[config.mk]
export PLATFORM = sky130hd
export DESIGN_NAME = mux4way16_arbiter
export DESIGN_NICKNAME = d
export VERILOG_FILES = /design/src/rtl/mux4way16_arbiter.sv
export SDC_FILE = /design/constraint.sdc
export NUM_CORES = 1
export LEC_CHECK = 0
export CAP_MARGIN = 25
export CORE_MARGIN = 2
export CORE_UTILIZATION = 34
export CTS_CLUSTER_DIAMETER = 120
export DETAILED_ROUTE_END_ITERATION = 8
export HOLD_SLACK_MARGIN = 0.08
export PLACE_DENSITY = 0.74
export SLEW_MARGIN = 20
export SYNTH_ARGS = -nofsm -noshare
export SYNTH_HDL_FRONTEND = slang
export SYNTH_SLANG_ARGS = --single-unit
export TNS_END_PERCENT = 100
[constraint.sdc]
create_clock -name clk -period 1.9 [get_ports clk]
set_input_delay 0.38 -clock clk [delete_from_list [all_inputs] [get_ports clk]]
set_output_delay 0.38 -clock clk [all_outputs]
set_load 0.01 [all_outputs]
[src/rtl/mux4way16_arbiter.sv]
// Round-robin arbiter and sequencer for a shared 4-way mux datapath.
// One requester (W/X/Y/Z) owns the channel for a bounded burst; the selected
// word is registered into a single-entry valid/ready output stage.
module mux4way16_arbiter #(
  parameter int MAX_BURST = 4,  // beats per grant, 1..15
  parameter int WIDTH     = 16
) (
  input  logic             clk,
  input  logic             rst,
  input  logic [WIDTH-1:0] W,
  input  logic [WIDTH-1:0] X,
  input  logic [WIDTH-1:0] Y,
  input  logic [WIDTH-1:0] Z,
  input  logic [3:0]       req,
  output logic [3:0]       gnt,
  output logic [3:0]       ack,
  output logic [1:0]       s,
  output logic [WIDTH-1:0] OUT,
  output logic             out_valid,
  input  logic             out_ready
);

  typedef enum logic {
    ST_IDLE = 1'b0,
    ST_BUSY = 1'b1
  } state_t;

  // beat_cnt value at which the current burst ends
  localparam logic [3:0] LAST_BEAT = 4'(MAX_BURST - 1);

  state_t           r_state;
  state_t           w_state_next;
  logic [1:0]       r_ptr;
  logic [1:0]       w_ptr_next;
  logic [3:0]       r_beat_cnt;
  logic [3:0]       w_beat_cnt_next;
  logic [3:0]       r_gnt;
  logic [3:0]       w_gnt_next;
  logic [1:0]       r_s;
  logic [1:0]       w_s_next;
  logic [WIDTH-1:0] r_out;
  logic             r_out_valid;

  logic             w_space;
  logic             w_load;
  logic [3:0]       w_req_rot;
  logic             w_found;
  logic [1:0]       w_winner;
  logic [WIDTH-1:0] w_sel_data;

  // Output stage can take a word if empty or if it is being drained now
  assign w_space = !r_out_valid || out_ready;
  assign w_load  = (r_state == ST_BUSY) && req[r_s] && w_space;

  // Rotate requests so that bit 0 is the requester at the round-robin pointer,
  // and derive the per-requester accept strobe from the one-hot grant.
  for (genvar gi = 0; gi < 4; gi++) begin : g_lane
    assign w_req_rot[gi] = req[r_ptr + 2'(gi)];
    assign ack[gi]       = r_gnt[gi] & w_load;
  end

  // Pick the first requester at or after the pointer (lowest rotated index wins)
  always_comb begin
    w_found  = 1'b0;
    w_winner = r_ptr;
    for (int i = 3; i >= 0; i--) begin
      if (w_req_rot[i]) begin
        w_found  = 1'b1;
        w_winner = r_ptr + 2'(i);
      end
    end
  end

  // Datapath mux driven by the registered owner select
  always_comb begin
    w_sel_data = W;
    case (r_s)
      2'd0:    w_sel_data = W;
      2'd1:    w_sel_data = X;
      2'd2:    w_sel_data = Y;
      default: w_sel_data = Z;
    endcase
  end

  // Next-state logic: grant in IDLE, count beats / release in BUSY, hold on stall
  always_comb begin
    w_state_next    = r_state;
    w_ptr_next      = r_ptr;
    w_beat_cnt_next = r_beat_cnt;
    w_gnt_next      = r_gnt;
    w_s_next        = r_s;
    case (r_state)
      ST_IDLE: begin
        if (w_found) begin
          w_state_next    = ST_BUSY;
          w_gnt_next      = 4'b0001 << w_winner;
          w_s_next        = w_winner;
          w_beat_cnt_next = 4'd0;
        end
      end
      ST_BUSY: begin
        if (!req[r_s]) begin
          // owner withdrew: release without transferring a beat
          w_state_next    = ST_IDLE;
          w_gnt_next      = 4'b0000;
          w_ptr_next      = r_s + 2'd1;
          w_beat_cnt_next = 4'd0;
        end else if (w_load) begin
          if (r_beat_cnt == LAST_BEAT) begin
            w_state_next    = ST_IDLE;
            w_gnt_next      = 4'b0000;
            w_ptr_next      = r_s + 2'd1;
            w_beat_cnt_next = 4'd0;
          end else begin
            w_beat_cnt_next = r_beat_cnt + 4'd1;
          end
        end
        // requesting but no space: everything holds
      end
      default: begin
        w_state_next = ST_IDLE;
        w_gnt_next   = 4'b0000;
      end
    endcase
  end

  // Arbiter state registers
  always_ff @(posedge clk) begin
    if (rst) begin
      r_state    <= ST_IDLE;
      r_ptr      <= 2'd0;
      r_beat_cnt <= 4'd0;
      r_gnt      <= 4'b0000;
      r_s        <= 2'd0;
    end else begin
      r_state    <= w_state_next;
      r_ptr      <= w_ptr_next;
      r_beat_cnt <= w_beat_cnt_next;
      r_gnt      <= w_gnt_next;
      r_s        <= w_s_next;
    end
  end

  // Single-entry output register: load wins over consume, so both in one
  // cycle keeps out_valid high and sustains one word per cycle
  always_ff @(posedge clk) begin
    if (rst) begin
      r_out       <= '0;
      r_out_valid <= 1'b0;
    end else if (w_load) begin
      r_out       <= w_sel_data;
      r_out_valid <= 1'b1;
    end else if (out_ready) begin
      r_out_valid <= 1'b0;
    end
  end

  assign gnt       = r_gnt;
  assign s         = r_s;
  assign OUT       = r_out;
  assign out_valid = r_out_valid;

endmodule

---- Word level (Yosys, flattened, before mapping) ----
Index checks and enable logic that the tools add are counted.
storage, ports and cells
  register bits after elaboration ......... 30
  bits of input ports ..................... 71
  output and inout bits ................... 27
  word-level logic and storage cells ...... 80
cells by class
  add/sub/neg operators ................... 5
  order comparisons ....................... 5
  equal/unequal tests ..................... 8
  shift-type cells ........................ 1
  multiplexer cells ....................... 39
  bitwise logic cells ..................... 5
  reductions and logical operators ........ 10
operator list
  cell                                                        number
  case mux 16 bit (3 select lines)                            1
  two-way mux 4 bit                                           8
  case mux 4 bit (2 select lines)                             2
  less-than comparator 2 x 3 -> 1 bit, second input constant  5
  two-way mux 1 bit                                           15
  two-way mux 2 bit                                           7
  binary-select mux 1 bit (select 2 bit)                      5
  AND reduction 3 bit                                         2
  adder 2 x 1 -> 2 bit, second input constant                 2
  adder 2 bit, second input constant                          2
  adder 4 x 1 -> 4 bit, second input constant                 1
  bitwise AND 1 bit                                           4
  == test 4 x 2 -> 1 bit, second input constant               1
  inequality test 2 bit, second input constant                2
  AND reduction 2 bit                                         2
  left shift 1 x 2 -> 4 bit, first input constant             1
  inequality test 3 x 2 -> 1 bit, second input constant       1
  inequality test 3 bit, second input constant                1
  == test 2 x 1 -> 1 bit, second input constant               1
  == test 2 bit, second input constant                        1
  logical AND 1 bit                                           2
  zero test 2 bit                                             1
  inequality test 2 x 1 -> 1 bit, second input constant       1
  case mux 1 bit (2 select lines)                             1
  4 further kinds                                             4

---- Longest topological paths before layout ----
  depth in word-level cells ............... 10
  gate-level depth with buffers ........... 8
  mapped depth without buffers ............ 6

---- Worst setup path before layout ----
OpenSTA, ideal clock, no wires.
  path type ............................... register to output
  start ................................... reg r_s[1] (netlist: s[1])
  end ..................................... out ack[0]
  arrival time ............................ 1636 ps
  required time ........................... 1520 ps
  setup slack ............................. -116 ps
  cell stages (with the launch flop) ...... 5
  path buffers ............................ 1
  path through ............................ dfxtp_1 mux4_2 and3_2 clkbuf_1 and2_1
between the ends
  longest elaborated chain between the ends .. 5
ends and longest elaborated chain
  item                                     RTL line  text
  start: declaration                       39        logic [1:0] r_s;
  start signal: assignment                 140       r_s <= w_s_next;
  binary-select mux 1 bit (select 2 bit)   53        assign w_load = (r_state == ST_BUSY) && req[r_s] && w_space;
  two-way mux 1 bit (implied by the code)  53
  logical AND 1 bit (2 in series)          53
  bitwise AND 1 bit                        59        assign ack[gi] = r_gnt[gi] & w_load;
  end: declaration                         16        output logic [3:0] ack,
No other way between the ends. The select of a mux whose other input is x is not followed.

---- Final worst setup path ----
  start ................................... reg r_s[1] (netlist: s[1])
  end ..................................... out ack[1]
Same word-level chain as after synthesis.

==> results.py <==
metrics = {
    "status": {
        "outcome": "complete, but fails checks",
        "violations": "setup timing",
    },
    "drt": {
        "vias": 2050,
        "detail_route.wl_per_cell_um": 14.5,
        "firstDrtPassIters": 4,
        "ant_nets": 0,
        "via_per_inst": 5.16,
        "drc": 0,
        "drt_iter0_drc": 97,
        "wl_mm": 5.74,
    },
    "synthesis": {
        "ys_ff_latch": 30,
        "ys_warn_count": 0,
        "synth_area_leaders": "dfxtp_1 (35%), nand2_1 (11%), a222oi_1 (9.4%)",
        "netlist.area_leader.share": 0.352,
        "synthCells": 220,
        "yosys.area.top_type": "dfxtp_1",
        "yosysSeqAreaShare": 0.352,
        "post_synth.cell_area_avg_sq_um": 7.75,
        "yosys.cell_types.count": 38,
        "synth_fp_nets": 296,
        "synth_area_sq_mm": 0.00170,
    },
    "clocking": {
        "cts_max_level": 2,
        "path_clk_slew_ps": 60,
        "clk_path_buf_depth": 2,
        "numCtsBuffers": 5,
        "worstSkewPairLatency_ps": 290,
        "cts_tree": "yes",
        "clock_sinks": 30,
        "cts_hold_buf": 0,
        "clock-root-buffer": "clkbuf_8",
    },
    "layout": {
        "final_common_cell": "clkdlybuf4s50_1",
        "antenna_cells": 0,
        "ff_latch_area_sq_um": 604,
        "fillers": 449,
        "final_cell_mix": "clkdlybuf4s50_1 (89), nand2_1 (49), dfxtp_1 (29)",
        "layout-drive-gt1-share": 0.158,
        "layout.cells.non_filler": 397,
        "nNetsFinal": 405,
        "areaGrowthSynthToFinish_pct": 77.9,
        "multi_input_area_sq_mm": 0.00106,
        "fin_area_sq_mm": 0.00303,
    },
    "setup_path": {
        "rr_worst_depth": 6,
        "startpoint_type": "flop",
        "crit_buf_inv": 1,
        "cp-end-kind": "output port",
        "path_depth": 4,
        "crit_required_ps": 1520,
        "slowest_stage": "mux4_2",
        "path_max_fanout": 5,
        "path_delay_family": "multiplexers",
        "path_cells": "mux4_2 -> and3_4 -> and2_1 -> buf_2",
        "critPathKind": "flop to output port",
        "crit_arrival_ps": 1610,
        "r2r_slack_ps": -40,
        "crit_path_max_incr_delay_ps": 510,
    },
    "global_routing": {
        "grt_usage": 0.208,
        "first_global_vias": 1941,
        "antenna_found_initial": 0,
        "gr-total-overflow": 0,
        "grt_pass1_wl_mm": 8.85,
        "grt_max_degree": 33,
    },
    "placement": {
        "place_congestion": 0.901,
        "dp.cells": 386,
        "port-buffer-count": 97,
        "dpl_cell_area_sq_mm": 0.00288,
        "place_hpwl_mm": 4.25,
        "post-place-ws_ps": -662,
    },
    "floorplan": {
        "boundaryPins": 98,
        "start_util": 0.356,
        "num_rows": 25,
        "core-area_sq_mm": 0.00479,
        "die_area_sq_mm": 0.00559,
        "die_y_um": 74.8,
        "die_w_um": 74.8,
    },
    "timing": {
        "hold_viol": 0,
        "tightest_slew_ps": 467,
        "slew_violations": 0,
        "post-route-period-util": 1.05,
        "slew-limit-headroom": 0.680,
        "setup_viol": 6,
        "fmaxAchievable_ghz": 0.502,
        "final.setup.worst_slack_ps": -93.0,
        "finalHoldWorstSlack_ps": 452,
        "rsz0062_at_grt": "true",
        "period_needed_ps": 1990,
        "timing.setup.tns_ps": -387,
        "clock-skew-final_ps": 4.32,
    },
    "power": {
        "power.leakage_nw": 1.13,
        "ir_drop_uv": 320,
        "powerDensity_mw_per_mm2": 623,
    },
    "hold_path": {
        "hold_class": "flop to flop",
        "whs_path_depth": 2,
    },
    "job": {
        "maxCapViolations": 0,
    },
}
==> path summary, 6_finish.rpt <==
kind                                                    to                 from
worst min register to register         OUT[0]$_SDFFE_PP0P_  OUT[0]$_SDFFE_PP0P_
worst max-delay path                                ack[1]    s[1]$_SDFFE_PP0P_
worst max register to register  r_beat_cnt[2]$_SDFFE_PP0P_    s[1]$_SDFFE_PP0P_
worst min-delay path                   OUT[0]$_SDFFE_PP0P_  OUT[0]$_SDFFE_PP0P_
==> through the flow <==
stage	total power [mW]	utilization
4_1_cts	1.90	0.623
5_1_grt	2.00	0.633
3_3_place_gp	1.34	0.602
2_1_floorplan	0.986	-
6_report	1.89	0.633
3_5_place_dp	1.35	0.602
==> state kept, by name, indices dropped and copies added (netlist names) <==
name,cells
OUT,16
gnt,4
out_valid,1
r_beat_cnt,4
r_ptr,2
r_state,1
s,2
==> per-layer routing <==
layer  global-route usage  wire length (um)  vias up
li1                     -                 -     1035
met1                0.232              2380      917
met2                0.377              2710       92
met3               0.0629               583        6
met4               0.0714                66        0
met5                    0                 0        -
==> logic make-up after synthesis <==
family,count (synthesis),synth area share
buffers and inverters,23,0.0514
adders and majority gates,5,0.0367
and+or+nand+nor,79,0.215
DFF,30,0.352
AOI/OAI and AO/OA,82,0.331
muxes,1,0.0132
==> power by group <==
part	total [mW]	internal [mW]	switching [mW]
registers	0.707	0.676	0.0309
logic	0.646	0.377	0.269
clock network	0.536	0.292	0.245
==> area by class of cell <==
cell class / count / area share
Clock inverter: 1 / 0.00165
Clock buffer: 7 / 0.0285
Timing Repair Buffer: 120 / 0.388
Multi-Input combinational cell: 167 / 0.349
Inverter: 5 / 0.00619
Sequential cell: 30 / 0.199
Tap cell: 67 / 0.0277
==> cells in the mapped netlist <==
library cell,n
dfxtp_1,30
a22o_2,1
or2_2,2
o21ba_2,2
nor3b_1,1
clkbuf_1,16
clkbuf_2,1
nand4b_1,1
nand2b_1,3
inv_1,5
a21oi_1,26
and3_2,1
nor4_1,1
o211a_1,1
nor3_1,1
nand3_1,2
a32o_1,4
nor2b_1,2
o21bai_1,2
and3_1,1
o21ai_0,20
or4_1,2
and2_1,5
o31ai_1,2
buf_1,1
a211oi_1,3
o22ai_1,1
nand2_1,49
a222oi_1,16
mux4_2,1
ha_1,5
or3_1,1
a211o_1,1
o22a_1,2
or2b_1,1
a2111oi_0,1
nor2_1,5
or3b_2,1
==> tightest hold or removal path: stages (launching register included) <==
cell and delay [ps]:
dfxtp_1 310, nand2_1 50, a21oi_1 50
==> timing repair <==
action,in CTS,in global routing
pin swaps,8,1
cloned,0,0
resized for setup,25,9
endpoints found under the setup margin,7,8
buffers inserted,2,1
Note: power is estimated with default switching activity, not from simulation.
